`config.mk`:
```
export PLATFORM = sky130hd
export DESIGN_NAME = bn_param_sequencer
export DESIGN_NICKNAME = d
export VERILOG_FILES = /design/src/rtl/bn_pkg.sv /design/src/rtl/bn_param_table.sv /design/src/rtl/bn_param_sequencer.sv
export SDC_FILE = /design/constraint.sdc
export NUM_CORES = 1
export LEC_CHECK = 0
export ABC_CLOCK_PERIOD_IN_PS = 7000
export CAP_MARGIN = 40
export CORE_MARGIN = 3
export CORE_UTILIZATION = 60
export DETAILED_ROUTE_END_ITERATION = 6
export PLACE_DENSITY = 0.89
export REMOVE_ABC_BUFFERS = 1
export SYNTH_ARGS = -nofsm -noshare
export SYNTH_HDL_FRONTEND = slang
export SYNTH_HIERARCHICAL = 1
export SYNTH_SLANG_ARGS = --single-unit
```
`constraint.sdc`:
```
create_clock -name clk -period 7 [get_ports clk]
set_input_delay 1.05 -clock clk [delete_from_list [all_inputs] [get_ports clk]]
set_output_delay 1.05 -clock clk [all_outputs]
set_load 0.05 [all_outputs]
```
`src/rtl/bn_pkg.sv`:
```
// Shared definitions for the batch-norm parameter sequencer slice.
package bn_pkg;

    // Parameter-table field selects
    localparam logic [1:0] SEL_MEAN  = 2'd0;
    localparam logic [1:0] SEL_VAR   = 2'd1;
    localparam logic [1:0] SEL_GAMMA = 2'd2;
    localparam logic [1:0] SEL_BETA  = 2'd3;

    // Default batch-norm pipeline depth (flush enables after last element)
    localparam int FLUSH_EN_DEF = 4;

    // Sequencer FSM states
    typedef enum logic [1:0] {
        ST_IDLE  = 2'd0,
        ST_RUN   = 2'd1,
        ST_FLUSH = 2'd2,
        ST_DONE  = 2'd3
    } state_t;

endpackage

```
`src/rtl/bn_param_table.sv`:
```
// Per-channel mean/var/gamma/beta register file: one write port, three
// asynchronous read ports (current channel, one-enable-delayed channel,
// two-enable-delayed channel). Contents are intentionally not reset.
module bn_param_table
    import bn_pkg::*;
#(
    parameter int DATA_WIDTH = 8,
    parameter int MAX_CH     = 16,
    parameter int CH_W       = $clog2(MAX_CH)
) (
    input  logic                         clk,
    input  logic                         we_i,
    input  logic [CH_W-1:0]              wr_ch_i,
    input  logic [1:0]                   wr_sel_i,
    input  logic signed [DATA_WIDTH-1:0] wr_data_i,
    input  logic [CH_W-1:0]              cur_ch_i,
    input  logic [CH_W-1:0]              d1_ch_i,
    input  logic [CH_W-1:0]              d2_ch_i,
    output logic signed [DATA_WIDTH-1:0] mean_o,
    output logic signed [DATA_WIDTH-1:0] var_o,
    output logic signed [DATA_WIDTH-1:0] gamma_o,
    output logic signed [DATA_WIDTH-1:0] beta_o
);

    logic signed [DATA_WIDTH-1:0] mean_q  [MAX_CH];
    logic signed [DATA_WIDTH-1:0] var_q   [MAX_CH];
    logic signed [DATA_WIDTH-1:0] gamma_q [MAX_CH];
    logic signed [DATA_WIDTH-1:0] beta_q  [MAX_CH];

    // Single write port, field chosen by select
    always_ff @(posedge clk) begin
        if (we_i) begin
            case (wr_sel_i)
                SEL_MEAN:  mean_q[wr_ch_i]  <= wr_data_i;
                SEL_VAR:   var_q[wr_ch_i]   <= wr_data_i;
                SEL_GAMMA: gamma_q[wr_ch_i] <= wr_data_i;
                default:   beta_q[wr_ch_i]  <= wr_data_i;
            endcase
        end
    end

    assign mean_o  = mean_q[cur_ch_i];
    assign var_o   = var_q[cur_ch_i];
    assign gamma_o = gamma_q[d1_ch_i];
    assign beta_o  = beta_q[d2_ch_i];

endmodule

```
`src/rtl/bn_param_sequencer.sv`:
```
// Upstream feeder for the INT8 batch-norm stage: accepts a channel-major
// activation stream, attaches per-channel parameters with the gamma/beta
// enable skew the stage expects, then flushes the stage pipeline.
module bn_param_sequencer
    import bn_pkg::*;
#(
    parameter int DATA_WIDTH = 8,
    parameter int MAX_CH     = 16,
    parameter int CH_W       = $clog2(MAX_CH),
    parameter int PLANE_W    = 16,
    parameter int FLUSH_EN   = FLUSH_EN_DEF
) (
    input  logic                         clk,
    input  logic                         rst_n,
    input  logic                         pw_en,
    input  logic [CH_W-1:0]              pw_ch,
    input  logic [1:0]                   pw_sel,
    input  logic signed [DATA_WIDTH-1:0] pw_data,
    output logic                         pw_err,
    input  logic                         start,
    input  logic [CH_W:0]                cfg_num_ch,
    input  logic [PLANE_W-1:0]           cfg_plane,
    output logic                         cfg_err,
    output logic                         busy,
    output logic                         done,
    input  logic                         s_valid,
    output logic                         s_ready,
    input  logic signed [DATA_WIDTH-1:0] s_data,
    output logic                         bn_en,
    output logic signed [DATA_WIDTH-1:0] bn_data,
    output logic signed [DATA_WIDTH-1:0] bn_mean,
    output logic signed [DATA_WIDTH-1:0] bn_var,
    output logic signed [DATA_WIDTH-1:0] bn_gamma,
    output logic signed [DATA_WIDTH-1:0] bn_beta,
    output logic                         bn_flush
);

    localparam int FL_W = $clog2(FLUSH_EN + 1);

    state_t                       state_q, state_d;
    logic [CH_W-1:0]              ch_cnt_q, ch_cnt_d;
    logic [PLANE_W-1:0]           pix_cnt_q, pix_cnt_d;
    logic [CH_W:0]                num_ch_q, num_ch_d;
    logic [PLANE_W-1:0]           plane_q, plane_d;
    logic [FL_W-1:0]              fl_cnt_q, fl_cnt_d;
    logic [CH_W-1:0]              d1_ch_q, d1_ch_d, d2_ch_q, d2_ch_d;
    logic                         d1_v_q, d1_v_d, d2_v_q, d2_v_d;
    logic                         busy_q, busy_d, done_q, done_d;
    logic                         cfg_err_q, cfg_err_d, pw_err_q, pw_err_d;
    logic                         bn_en_q, bn_en_d, bn_flush_q, bn_flush_d;
    logic signed [DATA_WIDTH-1:0] bn_data_q, bn_data_d, bn_mean_q, bn_mean_d;
    logic signed [DATA_WIDTH-1:0] bn_var_q, bn_var_d, bn_gamma_q, bn_gamma_d;
    logic signed [DATA_WIDTH-1:0] bn_beta_q, bn_beta_d;

    logic                         tbl_we, pw_ch_ok;
    logic signed [DATA_WIDTH-1:0] rd_mean, rd_var, rd_gamma, rd_beta;

    // A power-of-two table makes every channel index legal
    if (MAX_CH == (1 << CH_W)) begin : g_ch_full
        assign pw_ch_ok = 1'b1;
    end else begin : g_ch_part
        assign pw_ch_ok = (int'(pw_ch) < MAX_CH);
    end

    bn_param_table #(
        .DATA_WIDTH (DATA_WIDTH),
        .MAX_CH     (MAX_CH),
        .CH_W       (CH_W)
    ) u_table (
        .clk       (clk),
        .we_i      (tbl_we),
        .wr_ch_i   (pw_ch),
        .wr_sel_i  (pw_sel),
        .wr_data_i (pw_data),
        .cur_ch_i  (ch_cnt_q),
        .d1_ch_i   (d1_ch_q),
        .d2_ch_i   (d2_ch_q),
        .mean_o    (rd_mean),
        .var_o     (rd_var),
        .gamma_o   (rd_gamma),
        .beta_o    (rd_beta)
    );

    // State, counters and registered batch-norm operands
    always_ff @(posedge clk or negedge rst_n) begin
        if (!rst_n) begin
            state_q    <= ST_IDLE;
            ch_cnt_q   <= '0;
            pix_cnt_q  <= '0;
            num_ch_q   <= '0;
            plane_q    <= '0;
            fl_cnt_q   <= '0;
            d1_ch_q    <= '0;
            d2_ch_q    <= '0;
            d1_v_q     <= 1'b0;
            d2_v_q     <= 1'b0;
            busy_q     <= 1'b0;
            done_q     <= 1'b0;
            cfg_err_q  <= 1'b0;
            pw_err_q   <= 1'b0;
            bn_en_q    <= 1'b0;
            bn_flush_q <= 1'b0;
            bn_data_q  <= '0;
            bn_mean_q  <= '0;
            bn_var_q   <= '0;
            bn_gamma_q <= '0;
            bn_beta_q  <= '0;
        end else begin
            state_q    <= state_d;
            ch_cnt_q   <= ch_cnt_d;
            pix_cnt_q  <= pix_cnt_d;
            num_ch_q   <= num_ch_d;
            plane_q    <= plane_d;
            fl_cnt_q   <= fl_cnt_d;
            d1_ch_q    <= d1_ch_d;
            d2_ch_q    <= d2_ch_d;
            d1_v_q     <= d1_v_d;
            d2_v_q     <= d2_v_d;
            busy_q     <= busy_d;
            done_q     <= done_d;
            cfg_err_q  <= cfg_err_d;
            pw_err_q   <= pw_err_d;
            bn_en_q    <= bn_en_d;
            bn_flush_q <= bn_flush_d;
            bn_data_q  <= bn_data_d;
            bn_mean_q  <= bn_mean_d;
            bn_var_q   <= bn_var_d;
            bn_gamma_q <= bn_gamma_d;
            bn_beta_q  <= bn_beta_d;
        end
    end

    // Next-state, counter and operand-load logic
    always_comb begin
        state_d    = state_q;
        ch_cnt_d   = ch_cnt_q;
        pix_cnt_d  = pix_cnt_q;
        num_ch_d   = num_ch_q;
        plane_d    = plane_q;
        fl_cnt_d   = fl_cnt_q;
        d1_ch_d    = d1_ch_q;
        d2_ch_d    = d2_ch_q;
        d1_v_d     = d1_v_q;
        d2_v_d     = d2_v_q;
        busy_d     = busy_q;
        done_d     = 1'b0;
        cfg_err_d  = 1'b0;
        bn_en_d    = 1'b0;
        bn_flush_d = 1'b0;
        bn_data_d  = bn_data_q;
        bn_mean_d  = bn_mean_q;
        bn_var_d   = bn_var_q;
        bn_gamma_d = bn_gamma_q;
        bn_beta_d  = bn_beta_q;

        tbl_we   = pw_en && (state_q == ST_IDLE) && pw_ch_ok;
        pw_err_d = pw_en && !tbl_we;

        case (state_q)
            ST_IDLE: begin
                if (start) begin
                    if ((cfg_num_ch == '0) || (int'(cfg_num_ch) > MAX_CH) ||
                        (cfg_plane == '0)) begin
                        cfg_err_d = 1'b1;
                    end else begin
                        num_ch_d  = cfg_num_ch;
                        plane_d   = cfg_plane;
                        ch_cnt_d  = '0;
                        pix_cnt_d = '0;
                        fl_cnt_d  = '0;
                        d1_ch_d   = '0;
                        d2_ch_d   = '0;
                        d1_v_d    = 1'b0;
                        d2_v_d    = 1'b0;
                        busy_d    = 1'b1;
                        state_d   = ST_RUN;
                    end
                end
            end
            ST_RUN: begin
                if (s_valid) begin
                    bn_en_d   = 1'b1;
                    bn_data_d = s_data;
                    bn_mean_d = rd_mean;
                    bn_var_d  = rd_var;
                    if (pix_cnt_q == plane_q - 1'b1) begin
                        pix_cnt_d = '0;
                        if ({1'b0, ch_cnt_q} == num_ch_q - 1'b1) begin
                            state_d = ST_FLUSH;
                        end else begin
                            ch_cnt_d = ch_cnt_q + 1'b1;
                        end
                    end else begin
                        pix_cnt_d = pix_cnt_q + 1'b1;
                    end
                end
            end
            ST_FLUSH: begin
                bn_en_d    = 1'b1;
                bn_flush_d = 1'b1;
                bn_data_d  = '0;
                bn_mean_d  = '0;
                bn_var_d   = '0;
                if (fl_cnt_q == FL_W'(FLUSH_EN - 1)) begin
                    state_d = ST_DONE;
                end else begin
                    fl_cnt_d = fl_cnt_q + 1'b1;
                end
            end
            ST_DONE: begin
                done_d  = 1'b1;
                busy_d  = 1'b0;
                state_d = ST_IDLE;
            end
            default: state_d = ST_IDLE;
        endcase

        // Skew pipeline advances once per issued enable; a valid bit per
        // stage yields zero gamma/beta until real elements have passed,
        // and flush enables push invalid entries behind the last element.
        if (bn_en_d) begin
            bn_gamma_d = d1_v_q ? rd_gamma : '0;
            bn_beta_d  = d2_v_q ? rd_beta  : '0;
            d1_ch_d    = ch_cnt_q;
            d1_v_d     = !bn_flush_d;
            d2_ch_d    = d1_ch_q;
            d2_v_d     = d1_v_q;
        end
    end

    assign s_ready  = (state_q == ST_RUN);
    assign busy     = busy_q;
    assign done     = done_q;
    assign cfg_err  = cfg_err_q;
    assign pw_err   = pw_err_q;
    assign bn_en    = bn_en_q;
    assign bn_flush = bn_flush_q;
    assign bn_data  = bn_data_q;
    assign bn_mean  = bn_mean_q;
    assign bn_var   = bn_var_q;
    assign bn_gamma = bn_gamma_q;
    assign bn_beta  = bn_beta_q;

endmodule

```
After elaboration in Yosys (flattened, before gate mapping). Memory sizes are Yosys's and may differ from the RTL's. Index checks and enable logic that the tools add are counted.

Memories kept: 4. Word-level logic and storage cells: 134. Memory bits (read-only): 0. Bits in writable memories: 512. Flip-flop bits (word level): 102. Latch bits: 0.

Bitwise logic cells: 1. Eq/ne operators: 17. Shifts and indexed selects: 0. Add/sub/neg operators: 5. $mul: 0. $lt $le $gt $ge: 1. Mux-type cells: 60. Reductions and logical operators: 25. Div/mod/pow operators: 0.

Memory list: u_table.beta_q (depth 16, width 8, rd ports 1, clocked after memory_dff 0, wr ports 1, line bn_param_table.sv:28) `logic signed [DATA_WIDTH-1:0] beta_q [MAX_CH];`; u_table.gamma_q (depth 16, width 8, rd ports 1, clocked after memory_dff 0, wr ports 1, line bn_param_table.sv:27) `logic signed [DATA_WIDTH-1:0] gamma_q [MAX_CH];`; u_table.mean_q (depth 16, width 8, rd ports 1, clocked after memory_dff 0, wr ports 1, line bn_param_table.sv:25) `logic signed [DATA_WIDTH-1:0] mean_q [MAX_CH];`; u_table.var_q (depth 16, width 8, rd ports 1, clocked after memory_dff 0, wr ports 1, line bn_param_table.sv:26) `logic signed [DATA_WIDTH-1:0] var_q [MAX_CH];`.

Operators with widths (count): 2-to-1 mux 16 bit (4); case mux 8 bit (2 select lines) (3); 2-to-1 mux 8 bit (5); 2-to-1 mux 4 bit (8); case mux 16 bit (2 select lines) (1); 2-to-1 mux 1 bit (25); adder 16 x 1 -> 16 bit, second input constant (1); == test 16 bit (1); logical NOT 16 bit (1); subtractor 16 x 1 -> 16 bit, second input constant (1); != test 2 bit, second input constant (7); 2-to-1 mux 2 bit (6); AND reduction 6 bit (2); nonzero test 2 bit (6); 2-to-1 mux 3 bit (3); AND reduction 3 bit (3); case mux 2 bit (4 select lines) (1); case mux 4 bit (2 select lines) (1); AND reduction 4 bit (2); == test 2 bit, second input constant (3); case mux 3 bit (2 select lines) (1); == test 4 x 5 -> 1 bit (1); greater-than comparator 5 bit, second input constant (1); logical NOT 5 bit (1); 14 further kinds (21).

Longest topological paths before layout. Gate-level depths: netlist of the first run.

Depth after elaboration: 7. Gate-level depth with buffers: 11. Mapped depth without buffers: 10.

By module. Netlist of the first run, hierarchy kept.

Modules (own cells, without submodules): bn_param_table (instances 1, area an instance 19601.3 um^2, cells each 884); bn_param_sequencer (instances 1, area an instance 4992.3 um^2, cells each 494).

Least setup slack after synthesis of the first run. Ideal clock, no wire load.

Kind: register to register. Start point: register plane_q[0]. End point: register state_q[1]. Period minus slack after synthesis: 2.845 ns. Path buffers: 0. Library setup time: 0.125 ns. Cell stages (with the launch flop): 11. Required time: 6.875 ns. Slack: 4.155 ns. Arrival: 2.720 ns. Cell sequence: dfrtp_1 inv_1 ha_1 or4b_1 nor3_1 mux2_2 o21ai_1 and3b_1 nand4_1 a221o_1 mux2_4.

Cells in the longest elaborated chain, start to end: 4.

RTL lines: start, declared (line bn_param_sequencer.sv:44) `logic [PLANE_W-1:0] plane_q, plane_d;`; start signal, assigned (line bn_param_sequencer.sv:113) `plane_q <= plane_d;`; subtractor 16 x 1 -> 16 bit (line bn_param_sequencer.sv:186) `if (pix_cnt_q == plane_q - 1'b1) begin`; == test 16 bit (line bn_param_sequencer.sv:186); != test 2 x 1 -> 1 bit (no source line); AND reduction 6 bit (no source line); end signal, assigned (line bn_param_sequencer.sv:109) `state_q <= state_d;`; end, declared (line bn_param_sequencer.sv:40) `state_t state_q, state_d;`.

No other way between the ends. A chain may end at the register's enable or synchronous reset.

Worst setup path after layout of the first run.
Start point: register state_q[1]. End point: output port s_ready.

Cells in the longest elaborated chain, start to end: 1.

RTL lines: == test 2 x 1 -> 1 bit (line bn_param_sequencer.sv:231) `assign s_ready = (state_q == ST_RUN);`; end, declared (line bn_param_sequencer.sv:27) `output logic s_ready,`.

No other way between the ends.

==> results.py, run 1 <==
metrics = {
    "critical_path": {
        "cp_max_fo": 14,
        "worst-path-buf-inv": 2,
        "rrSetupSlack_ns": 3.58,
        "path_cells": "inv_1 > ha_1 > clkdlybuf4s50_1",
        "crit_required_ns": 5.95,
        "startpoint_type": "flip-flop",
        "critPathSlowestCell": "clkdlybuf4s50_1",
        "r2r_cells": 8,
        "cp_top_family": "buffers and inverters",
        "arrival_ns": 2.55,
        "cp-end-kind": "output port",
        "path_class": "reg -> out",
        "r2r_start": "plane_q[10]",
        "critPathMaxStageDelay_ns": 0.91,
        "rr_endpoint": "pix_cnt_q[4]",
    },
    "placed_design": {
        "hpwl_um": 34900,
        "gp_congestion": 0.854,
        "placedCellCount": 1955,
        "post-place-ws_ns": 3.10,
        "io_buffers": 94,
    },
    "logic_synthesis": {
        "synth_edf_count": 512,
        "yosysTopAreaCellShare": 0.625,
        "synth_area_mm2": 0.0246,
        "ys_seq_area_frac": 0.729,
        "ys_seq_elements": 614,
        "synthDistinctLibCells": 64,
        "postSynthCellCount": 1378,
        "synth_commonest_cells": "512 x edfxtp_1, 120 x nand2_1, 118 x mux4_2",
        "ys.flop_type": "edfxtp_1",
        "synth_most_common_cell": "edfxtp_1",
        "synthArstFlopShare": 0.166,
        "yosysTopAreaCell": "edfxtp_1",
        "ys_warn_count": 6,
        "synthTopCellsByArea": "edfxtp_1 63%, mux4_2 11%, dfrtp_1 10%",
        "avgSynthCellArea_um2": 17.8,
    },
    "clock_network": {
        "cts_setup_buffers": 0,
        "cts.clk_slew.worst_paths_ns": 0.07,
        "cts_tree": "yes",
        "cts.sinks": 614,
        "insertion_delay_ns": 0.64,
        "root_buffer": "clkbuf_16",
        "htreeDepth": 2,
        "cts-hold-fix-buffers": 0,
        "cts_buffer_depth": 3,
        "cts_made_buffers": 58,
        "ctsResizeCount": 0,
    },
    "floorplanning": {
        "die_x_um": 208,
        "core-area_mm2": 0.0401,
        "ios": 95,
        "die_area_mm2": 0.0435,
        "initial_core_util": 0.613,
        "rows": 73,
        "die_y_um": 208,
    },
    "route": {
        "wl_um": 60000,
        "drc": 0,
        "first_pass_iters": 7,
        "ant_nets": 0,
        "dr_total_vias": 14100,
        "wire_per_inst_um": 29.1,
        "first_iter_violations": 2043,
        "viasPerCell": 6.81,
    },
    "global_routing": {
        "grt_usage": 0.279,
        "overflow": 0,
        "grt_pass1_vias": 14300,
        "antenna_found_initial": 1,
        "grt_max_degree": 64,
        "grt_pass1_wl_um": 91100,
    },
    "timing": {
        "slew_headroom": 0.384,
        "drv_slew": 0,
        "rsz0062_at_grt": "no",
        "fmax_ghz": 0.278,
        "finClkSkew_ns": 0.0693,
        "period_share": 0.514,
        "final-setup-viol-count": 0,
        "period_minus_slack_ns": 3.60,
        "fin_ws_ns": 3.40,
        "worst_pin_slew_ns": 0.921,
        "tns_ns": 0,
        "hold_violations": 0,
    },
    "final_layout": {
        "n_antenna_cell": 0,
        "nets": 1549,
        "drive_above_1_share": 0.179,
        "areaGrowthSynthToFinish_pct": 14.4,
        "instances_no_fill": 2065,
    },
    "pwr": {
        "p_leak_uw": 0.00987,
        "peakVddDrop_uv": 269,
        "powerDensity_mw_per_mm2": 275,
    },
    "worst_hold_path": {
        "min_path_type": "in -> async",
    },
    "flow_run": {
        "drv_cap": 0,
    },
    "run_status": {
        "status": "finished clean",
    },
}
-- cell type report --
cell class / instances / area [µm²]
clock buffer: 80 / 1570
clock inverter: 29 / 358
fill: 2254 / 12000
inverter: 22 / 82.6
multi-input combinational: 674 / 6240
sequential: 614 / 17900
tap: 525 / 657
timing repair buffer: 121 / 1290
-- sequential cells by signal (all words and copies together), names as in the netlist, 2 cells and up --
name             cells
bn_data              8
u_table/mean_q     128
d1_ch_q              4
u_table/gamma_q    128
ch_cnt_q             4
fl_cnt_q             3
u_table/var_q      128
bn_mean              8
plane_q             16
u_table/beta_q     128
state_q              2
d2_ch_q              4
pix_cnt_q           16
bn_beta              8
bn_var               8
num_ch_q             5
bn_gamma             8
-- cell families after synthesis --
logic type	Yosys count	synth area share
XOR/XNOR	34	0.0121
multiplexers	154	0.131
flip-flops	614	0.729
AND/OR/NAND/NOR	339	0.0637
AO/OA/AOI/OAI	137	0.0419
buffers and inverters	90	0.0176
adder cells (fa/ha/maj)	10	0.00509
-- worst register-to-register path, cell delays in order, from the launching register on --
cell     delay (ns)
dfrtp_1        0.48
or4_4          0.60
or2_0          0.24
or4_1          0.48
a21oi_1        0.26
and3b_1        0.22
nand2_1        0.15
a21oi_1        0.70
nor2_1         0.14
-- power by group --
part	internal, µW	switching [µW]
combinational	189	317
sequential	4000	56.7
clock	1810	1360
total	6000	1730
-- how the worst max path moves through the flow --
stage	from	to	slack, ns	cells after the start
floorplan	ch_cnt_q[0]	state_q[1]	2.89	6
global placement	cfg_num_ch[1]	pix_cnt_q[15]	3.23	7
detailed placement	cfg_num_ch[1]	pix_cnt_q[3]	3.10	7
CTS	state_q[1]	s_ready	3.42	3
global route	state_q[1]	s_ready	3.33	3
finish	state_q[1]	s_ready	3.40	3
-- metrics by stage --
step | util | power, µW | cell area [µm²] | hold slack [ns]
2_1_floorplan | - | 4390 | 24200 | 0.501
3_3_place_gp | 0.646 | 4590 | 25900 | 0.455
6_report | 0.702 | 7730 | 28100 | 0.377
3_5_place_dp | 0.653 | 4630 | 26200 | 0.463
5_1_grt | 0.702 | 7930 | 28100 | 0.387
4_1_cts | 0.702 | 7760 | 28100 | 0.364
-- cells in the final DEF, fill, tap and decap left out, drive strengths merged, types with 4 or more instances in the layout --
cell	instances
inv	24
edfxtp	512
nor3	6
xor2	16
and2	7
nand3b	4
o21ai	13
mux4	128
xnor2	18
nor2	90
bufinv	6
a22oi	64
nand2	120
nand3	49
a21oi	5
and3	4
mux2	24
a22o	24
clkinv	20
or3	4
buf	36
nand4	11
or4	5
nor4	11
clkdlybuf4s50	85
dfrtp	102
nor2b	16
clkbuf	80
ha	10
-- layer usage --
| metal | GRT usage | vias up | routed length (µm) |
|---|---|---|---|
| li1 | - | 5697 | - |
| met1 | 0.383 | 7126 | 21700 |
| met2 | 0.449 | 1041 | 29400 |
| met3 | 0.0647 | 192 | 6620 |
| met4 | 0.0972 | 2 | 2280 |
| met5 | 0 | - | 7 |
Power figures use the tool's default switching activity.
==> inputs of run 2 (changes only) <==
--- a/config.mk
+++ b/config.mk
@@ -5,7 +5,7 @@
 export SDC_FILE = /design/constraint.sdc
 export NUM_CORES = 1
 export LEC_CHECK = 0
-export ABC_CLOCK_PERIOD_IN_PS = 7000
+export ABC_CLOCK_PERIOD_IN_PS = 3400
 export CAP_MARGIN = 40
 export CORE_MARGIN = 3
 export CORE_UTILIZATION = 60
==> constraint.sdc (replaced) <==
create_clock -name clk -period 3.4 [get_ports clk]
set_input_delay 0.51 -clock clk [delete_from_list [all_inputs] [get_ports clk]]
set_output_delay 0.51 -clock clk [all_outputs]
set_load 0.05 [all_outputs]
==> results.py, run 2 (synthesis gave the netlist of run 1 again) <==
metrics = {
    "route": {
        "wl_um": 59300,
        "first_pass_iters": 6,
        "first_iter_violations": 1983,
        "drc": 0,
        "viasPerCell": 6.65,
        "dr_total_vias": 14200,
        "ant_nets": 0,
        "wire_per_inst_um": 27.7,
    },
    "final_layout": {
        "drive_above_1_share": 0.217,
        "final_common_cell": "edfxtp_1",
        "fin_area_mm2": 0.0287,
        "utilization": 0.716,
        "layout_common_cells": "512 x edfxtp_1, 120 x nand2_1, 118 x mux4_2",
        "seq_area_mm2": 0.0179,
        "n_antenna_cell": 0,
        "n_fill_cell": 2206,
        "areaGrowthSynthToFinish_pct": 16.8,
        "nets": 1625,
        "multiInputGateArea_mm2": 0.00624,
    },
    "clock_network": {
        "cts_tree": "yes",
        "cts_made_buffers": 59,
        "cts.sinks": 614,
        "htreeDepth": 2,
        "insertion_delay_ns": 0.63,
        "cts.clk_slew.worst_paths_ns": 0.07,
        "cts_setup_buffers": 0,
        "root_buffer": "clkbuf_16",
        "ctsResizeCount": 0,
        "cts_buffer_depth": 3,
    },
    "timing": {
        "rsz0062_at_grt": "no",
        "drv_slew": 0,
        "hold_violations": 0,
        "hold_slack_ns": 0.297,
        "final-setup-viol-count": 0,
        "slew_headroom": 0.419,
        "period_minus_slack_ns": 3.09,
        "fmax_ghz": 0.324,
        "fin_ws_ns": 0.309,
        "period_share": 0.909,
        "finClkSkew_ns": 0.0279,
        "worst_pin_slew_ns": 0.869,
    },
    "global_routing": {
        "grt_max_degree": 69,
        "grt_pass1_vias": 14700,
        "overflow": 0,
        "antenna_found_initial": 0,
        "grt_usage": 0.277,
        "grt_pass1_wl_um": 91100,
    },
    "floorplanning": {
        "die_x_um": 208,
        "die_y_um": 208,
        "rows": 73,
        "core-area_mm2": 0.0401,
        "initial_core_util": 0.613,
        "ios": 95,
        "die_area_mm2": 0.0435,
    },
    "pwr": {
        "powerDensity_mw_per_mm2": 556,
        "power.clock.fraction": 0.411,
        "p_int_uw": 12400,
        "pwr-share-seq": 0.525,
        "p_comb_frac": 0.064,
        "peakVddDrop_uv": 500,
        "p_leak_uw": 0.0103,
        "sw_frac_of_total": 0.222,
        "power.net_switching_uw": 3550,
    },
    "placed_design": {
        "io_buffers": 94,
        "hpwl_um": 35800,
        "gp_congestion": 0.875,
        "placed_area_mm2": 0.0267,
        "post-place-ws_ns": 0.325,
    },
    "critical_path": {
        "arrival_ns": 3.59,
        "startpoint_type": "flip-flop",
        "cp_max_fo": 5,
        "path_class": "reg -> reg",
        "crit_required_ns": 3.90,
        "cp-end-kind": "flip-flop",
    },
    "flow_run": {
        "drv_cap": 0,
    },
    "run_status": {
        "status": "finished clean",
    },
    "worst_hold_path": {
        "min_path_type": "in -> reg",
    },
}
[run 2: cell types whose count changed in the layout (fill, tap and decap cells not counted), sizes merged]
cell,change
buf,+74
bufinv,-2
clkbuf,+12
clkinv,-8
clkinvlp,+1
dlygate4sd3,+1
inv,-1
[run 2: area by class of cell]
class                           instances  share of cell area
Clock buffer                           92              0.0595
Clock inverter                         19             0.00876
Inverter                               22             0.00287
Multi-Input combinational cell        674               0.217
Sequential cell                       614               0.624
Tap cell                              525              0.0229
Timing Repair Buffer                  196              0.0642
[run 2: final timing paths]
kind                       depth (start not counted)  slack [ns]        from                    to
setup / recovery                                  10        0.31  plane_q[0]            state_q[1]
hold / removal                                     1        0.30  pw_data[3]  u_table/beta_q[2][3]
setup reg to reg                                  10        0.31  plane_q[0]            state_q[1]
hold reg to reg                                    2        0.47  bn_beta[2]            bn_beta[2]
max in group asynchronous                          4        2.08       rst_n            bn_mean[4]
min in group asynchronous                          2        0.38       rst_n            plane_q[9]
[run 2: timing repair]
item | in CTS | in global routing
hold buffers | 1 | 0
endpoints found under the hold margin | 32 | 0
endpoints found under the setup margin | 0 | 0
[run 2: through the flow]
stage	TNS (ns)	total power [µW]	instances
after floorplan	-9.11	9040	1310
after global placement	0	9450	2020
after detailed placement	0	9520	2029
after CTS	0	16000	2141
after global routing	0	16400	2142
final	0	16000	2142
[run 2: power by group through the flow]
stage	registers (µW)	clock network, µW	logic (µW)
4_1_cts	8380	6630	1010
6_report	8370	6560	1030
2_1_floorplan	8680	0	358
3_5_place_dp	8530	0	991
3_3_place_gp	8530	0	927
5_1_grt	8380	6930	1090
[run 2: critical path: stages, from the launching register on]
cell	delay [ns]
dfrtp_1	0.43
inv_1	0.08
ha_1	0.23
or4b_1	0.51
nor3_1	0.22
mux2_2	0.36
o21ai_1	0.16
and3b_1	0.21
nand4_1	0.12
a221o_1	0.36
mux2_4	0.30
[run 2: metal layers]
metal | GRT usage | vias to the layer above | wire length [µm]
li1 | - | 5858 | -
met1 | 0.377 | 7144 | 21100
met2 | 0.453 | 1070 | 29600
met3 | 0.0547 | 175 | 6240
met4 | 0.104 | 0 | 2300
met5 | 0 | - | 0
